--- src/rtl/ram_port_arbiter.sv ---
// Shares one BRAM read port between two KCPSM3 requesters.
// Each requester posts a read address, polls a status byte, then fetches the captured data byte.
module ram_port_arbiter #(
   parameter logic [7:0] ADDR_PORT   = 8'h00,
   parameter logic [7:0] STATUS_PORT = 8'h01,
   parameter logic [7:0] DATA_PORT   = 8'h02
) (
   input  logic       clk,
   input  logic       reset,
   input  logic [7:0] port_id_1,
   input  logic [7:0] port_id_2,
   input  logic       write_strobe_1,
   input  logic       write_strobe_2,
   input  logic       read_strobe_1,
   input  logic       read_strobe_2,
   input  logic [7:0] out_port_1,
   input  logic [7:0] out_port_2,
   output logic [7:0] in_port_1,
   output logic [7:0] in_port_2,
   output logic [7:0] ram_address,
   output logic       ram_en,
   input  logic [7:0] ram_out
);

   typedef enum logic [1:0] {IDLE, ISSUE, CAPTURE} state_t;

   state_t     state, state_nxt;
   logic       grant_q;       // requester in service: 0 = requester 1, 1 = requester 2
   logic       last_grant_q;
   logic       grant_go;
   logic       grant_sel;

   logic [7:0] pid   [2];
   logic [7:0] wdata [2];
   logic [7:0] rdata [2];
   logic [1:0] wstb;
   logic [1:0] rstb;

   logic [7:0] addr_q [2];
   logic [7:0] data_q [2];
   logic [1:0] pending_q;
   logic [1:0] ready_q;
   logic [1:0] overrun_q;

   logic [1:0] in_service;
   logic [1:0] addr_wr;
   logic [1:0] accept;
   logic [1:0] drop;
   logic [1:0] status_rd;
   logic [1:0] data_rd;
   logic [1:0] capture;

   assign pid[0]    = port_id_1;
   assign pid[1]    = port_id_2;
   assign wdata[0]  = out_port_1;
   assign wdata[1]  = out_port_2;
   assign wstb      = {write_strobe_2, write_strobe_1};
   assign rstb      = {read_strobe_2, read_strobe_1};
   assign in_port_1 = rdata[0];
   assign in_port_2 = rdata[1];

   // Per-requester strobe decode
   always_comb begin
      in_service = '0;
      addr_wr    = '0;
      accept     = '0;
      drop       = '0;
      status_rd  = '0;
      data_rd    = '0;
      capture    = '0;
      for (int n = 0; n < 2; n++) begin
         in_service[n] = (state != IDLE) && (grant_q == n[0]);
         addr_wr[n]    = wstb[n] && (pid[n] == ADDR_PORT);
         accept[n]     = addr_wr[n] && !pending_q[n] && !in_service[n];
         drop[n]       = addr_wr[n] && !accept[n];
         status_rd[n]  = rstb[n] && (pid[n] == STATUS_PORT);
         data_rd[n]    = rstb[n] && (pid[n] == DATA_PORT);
         capture[n]    = (state == CAPTURE) && (grant_q == n[0]);
      end
   end

   always_comb begin
      for (int n = 0; n < 2; n++) begin
         rdata[n] = 8'h00;
         if (pid[n] == DATA_PORT)
            rdata[n] = data_q[n];
         else if (pid[n] == STATUS_PORT)
            rdata[n] = {5'b00000, overrun_q[n], pending_q[n] | in_service[n], ready_q[n]};
      end
   end

   always_ff @(posedge clk or posedge reset) begin
      if (reset)
         state <= IDLE;
      else
         state <= state_nxt;
   end

   // Grant only looks at registered pending, so a request posted this cycle waits one cycle
   always_comb begin
      state_nxt = state;
      grant_go  = 1'b0;
      grant_sel = 1'b0;
      case (state)
         IDLE: begin
            if (pending_q[0] && pending_q[1]) begin
               grant_go  = 1'b1;
               grant_sel = ~last_grant_q;
            end else if (pending_q[0]) begin
               grant_go  = 1'b1;
               grant_sel = 1'b0;
            end else if (pending_q[1]) begin
               grant_go  = 1'b1;
               grant_sel = 1'b1;
            end
            if (grant_go)
               state_nxt = ISSUE;
         end
         ISSUE:   state_nxt = CAPTURE;
         CAPTURE: state_nxt = IDLE;
         default: state_nxt = IDLE;
      endcase
   end

   // ram_address only moves on the IDLE->ISSUE edge; ram_en covers the single ISSUE cycle
   always_ff @(posedge clk or posedge reset) begin
      if (reset) begin
         ram_address  <= 8'h00;
         ram_en       <= 1'b0;
         grant_q      <= 1'b0;
         last_grant_q <= 1'b1;
      end else begin
         ram_en <= 1'b0;
         if (state == IDLE && grant_go) begin
            ram_address <= grant_sel ? addr_q[1] : addr_q[0];
            ram_en      <= 1'b1;
            grant_q     <= grant_sel;
         end
         if (state == CAPTURE)
            last_grant_q <= grant_q;
      end
   end

   // Later assignments win: capture overrides a DATA read clearing ready in the same cycle
   always_ff @(posedge clk or posedge reset) begin
      if (reset) begin
         for (int n = 0; n < 2; n++) begin
            addr_q[n] <= 8'h00;
            data_q[n] <= 8'h00;
         end
         pending_q <= '0;
         ready_q   <= '0;
         overrun_q <= '0;
      end else begin
         for (int n = 0; n < 2; n++) begin
            if (accept[n]) begin
               addr_q[n]    <= wdata[n];
               pending_q[n] <= 1'b1;
               ready_q[n]   <= 1'b0;
            end
            if (drop[n])
               overrun_q[n] <= 1'b1;
            else if (status_rd[n])
               overrun_q[n] <= 1'b0;
            if (data_rd[n])
               ready_q[n] <= 1'b0;
            if (capture[n]) begin
               data_q[n]    <= ram_out;
               ready_q[n]   <= 1'b1;
               pending_q[n] <= 1'b0;
            end
         end
      end
   end

endmodule

--- config.mk ---
export PLATFORM = sky130hd
export DESIGN_NAME = ram_port_arbiter
export DESIGN_NICKNAME = d
export VERILOG_FILES = /design/src/rtl/ram_port_arbiter.sv
export SDC_FILE = /design/constraint.sdc
export NUM_CORES = 1
export LEC_CHECK = 0
export ABC_AREA = 1
export BUFFER_PORTS_ARGS = -buffer_cell sky130_fd_sc_hd__buf_4
export CORE_MARGIN = 1.5
export CORE_UTILIZATION = 25
export DETAILED_ROUTE_END_ITERATION = 7
export MAX_ROUTING_LAYER = met4
export PLACE_DENSITY = 0.51
export SYNTH_ARGS = -nofsm -noshare
export SYNTH_HDL_FRONTEND = slang
export SYNTH_SLANG_ARGS = --single-unit
--- constraint.sdc ---
create_clock -name clk -period 1.5 [get_ports clk]
set_input_delay 0.225 -clock clk [delete_from_list [all_inputs] [get_ports clk]]
set_output_delay 0.225 -clock clk [all_outputs]
set_load 0.005 [all_outputs]
==> flow_summary.json <==
{
  "routabilityCongestion": 0.748,
  "cp_top_family": "flip-flops",
  "root_buffer": "clkbuf_8",
  "synth_area_um2": 2310,
  "synth_warnings": 0,
  "setup_violations": 0,
  "p_leak_nw": 1.75,
  "synthesis.nets": 328,
  "io_buffers": 70,
  "drv_cap": 0,
  "r2r_end": "ram_address[1]$_DFFE_PP0P_",
  "max-slew-margin-rel_pct": 73.5,
  "fin_skew_ns": 0.00687,
  "insertion_delay_ns": 0.30,
  "row_count": 34,
  "grt_pass1_wl_mm": 9.94,
  "required_ns": 1.27,
  "synth.distinct_cells": 17,
  "cts_htree_levels": 2,
  "synth.area.mux_share_pct": 0,
  "ant_nets": 0,
  "critPathMostFrequentCell": "inv_2",
  "postLayoutCellArea_um2": 3290,
  "totalWireLength_mm": 5.88,
  "min_from": "ram_out[7]",
  "synth-xor-area-share_pct": 0,
  "rr_worst_depth": 8,
  "status": "finished, final reports clean",
  "dieArea_um2": 9850,
  "synth_top_area_share_pct": 54.1,
  "overflow": 0,
  "end_kind": "output pin",
  "drc": 0,
  "clockBufferDepth": 2,
  "fin_cells": 488,
  "dp.cells": 468,
  "via_count": 2144,
  "numCtsBuffers": 5,
  "fmax_mhz": 668,
  "drt_iter0_markers": 43,
  "synth_fa_ha_area_share_pct": 0,
  "ir_drop_mv": 0.479,
  "drv_slew": 0,
  "ff2ff_setup_slack_ns": 0.13,
  "cp_data_arrival_time_ns": 1.27,
  "path_class": "flip-flop to output pin",
  "fillCellCount": 957,
  "crit_slowest_cell": "dfrtp_1",
  "worstSetupStartpointType": "flip-flop",
  "drive_gt1_share_pct": 33.4,
  "synthTopCellsByArea": "dfrtp_1, nand2_1, nand3_1",
  "ios": 71,
  "synth_top_cell_by_area": "dfrtp_1",
  "synthToLayoutAreaGrowth_pct": 42.3,
  "grt_pass1_vias": 2250,
  "timing.rr.start": "state[1]$_DFFE_PP0P_",
  "hpwl_mm": 4.50,
  "crit_buf_inv": 3,
  "cp_max_fo": 3,
  "period_share_pct": 99.8,
  "grt_start_max_net_pins": 20,
  "hold_class": "primary input to flip-flop",
  "tightestPinTransition_ns": 0.397,
  "drtPass1Iterations": 4,
  "wl_per_cell_um": 12.0,
  "synth_top_family_by_area": "simple AND/OR/NAND/NOR gates",
  "syn_area_per_cell_um2": 8.21,
  "antenna_found_initial": 0,
  "power_density_nw_per_um2": 1180,
  "hold_path_depth": 3,
  "dieWidth_um": 99.2,
  "max_stage_delay_ns": 0.40,
  "synth-seq-cells": 51,
  "cts_tree": "built",
  "avgViaCountPerCell": 4.39,
  "coreArea_um2": 8850,
  "clock_sinks": 51,
  "clk_pin_slew_ns": 0.09,
  "synth_compound_area_share_pct": 9.73,
  "antennaDiodeCount": 0,
  "finalHoldViolCount": 0,
  "track_usage_pct": 12.7,
  "dpl-instance-area_um2": 3070,
  "final_nets": 425,
  "synthesis.instances": 282,
  "fin_crit_ns": 1.50,
  "rsz0062_at_grt": "yes",
  "dieHeight_um": 99.2,
  "synth-simple-area-share_pct": 29.0,
  "cp_cell_sequence": "inv_2, nand2_4, a21oi_4, inv_2, nand3_2, nand2_2, buf_6",
  "holdPathEnd": "data_q[7]$_DFFE_PP0P_",
  "ys_seq_area_share_pct": 55.2,
  "start_util_pct": 26.2
}
==> registers in the layout (all words and copies together) (netlist names) <==
| name | flops |
|---|---|
| ram_address | 8 |
| addr_q | 16 |
| pending_q | 2 |
| ram_en | 1 |
| state | 2 |
| overrun_q | 2 |
| data_q | 16 |
| last_grant_q | 1 |
| grant_q | 1 |
| ready_q | 2 |
==> worst max-delay path by stage <==
stage / startpoint / end / slack (ns) / cells after the start
after detailed placement: port_id_2[3] / in_port_2[2] / 0.08 / 9
after global routing: state[1]$_DFFE_PP0P_ / in_port_1[1] / -0.07 / 7
after CTS: state[0]$_DFFE_PP0P_ / in_port_2[1] / -0.03 / 7
final: state[1]$_DFFE_PP0P_ / in_port_1[1] / 0.003 / 7
after floorplan: reset / addr_q[0]$_DFFE_PP0P_ / 0.05 / 1
after global placement: port_id_2[3] / in_port_2[1] / 0.12 / 7
==> power breakdown <==
part / internal (mW) / switching (mW) / leakage [nW]
clock: 0.329 / 0.438 / 0.0422
sequential: 1.75 / 0.199 / 0.661
combinational: 0.559 / 0.609 / 1.04
total: 2.63 / 1.25 / 1.75
==> what timing repair did <==
action | CTS | global route
resized for setup | 7 | 15
buffers inserted | 6 | 6
setup endpoints to repair | 2 | 14
pin swaps | 2 | 6
hold buffers | 1 | 0
endpoints found under the hold margin | 12 | 0
==> through the flow <==
stage	power, mW	hold WS [ns]	utilization (%)	setup slack [ns]	setup TNS [ns]
final	3.88	0.143	37.2	0.00265	0
after global routing	4.19	0.144	37.2	-0.0703	-0.137
after CTS	3.86	0.132	36.3	-0.0323	-0.0484
after detailed placement	2.98	0.244	34.6	0.0846	0
after global placement	2.95	0.242	34.6	0.117	0
after floorplan	2.51	0.346	-	0.0471	0
==> cell type report <==
type,count,area [µm²],area share (%)
sequential,51,1280,38.8
inverter,33,124,3.76
clock buffer,7,76.3,2.32
timing repair buffer,93,734,22.3
multi-input combinational,195,940,28.5
tap,108,135,4.10
clock inverter,1,5.00,0.152
==> worst register-to-register path, stage by stage (launching register included) <==
cell	delay, ns
dfrtp_1	0.40
inv_2	0.07
nand2_4	0.07
buf_4	0.16
a21oi_4	0.14
buf_6	0.13
clkbuf_2	0.14
o21ai_0	0.09
o21ai_1	0.11
==> layer usage <==
| metal | share of wire, % | global-route usage [%] | vias up |
|---|---|---|---|
| met4 | 0.49 | 1.95 | 0 |
| li1 | - | - | 1082 |
| met3 | 4.7 | 2.81 | 5 |
| met2 | 49 | 21.8 | 57 |
| met1 | 46 | 15.7 | 1000 |
| met5 | 0 | - | - |
==> cells by family (layout without fill, tap and decap cells) <==
kind of cell / after synthesis / after routing
AND/OR/NAND/NOR: 156 / 156
AO/OA/AOI/OAI: 39 / 39
buffers and inverters: 36 / 134
flip-flops: 51 / 51
==> synthesized netlist by cell type (all sizes together) <==
master / n
nand2: 90
dfrtp: 50
nor2: 34
inv: 33
o21ai: 33
nand3: 30
a21oi: 6
buf: 3
nor3: 2
dfstp: 1
==> layout by cell type, fill, tap and decap left out, types with 2 or more instances in the layout <==
cell type / count
dfrtp_1: 49
o21ai_1: 10
nand2_1: 84
buf_12: 2
nor3_2: 2
nand2_4: 3
clkbuf_1: 2
o21ai_0: 22
nand3_1: 28
nand2_2: 3
a21oi_1: 2
clkbuf_8: 5
nor2_2: 2
inv_2: 7
a21oi_4: 3
nor2_4: 3
nand3_2: 2
nor2_1: 29
buf_6: 3
buf_4: 86
inv_1: 26
(Power assumes the default switching activity.)
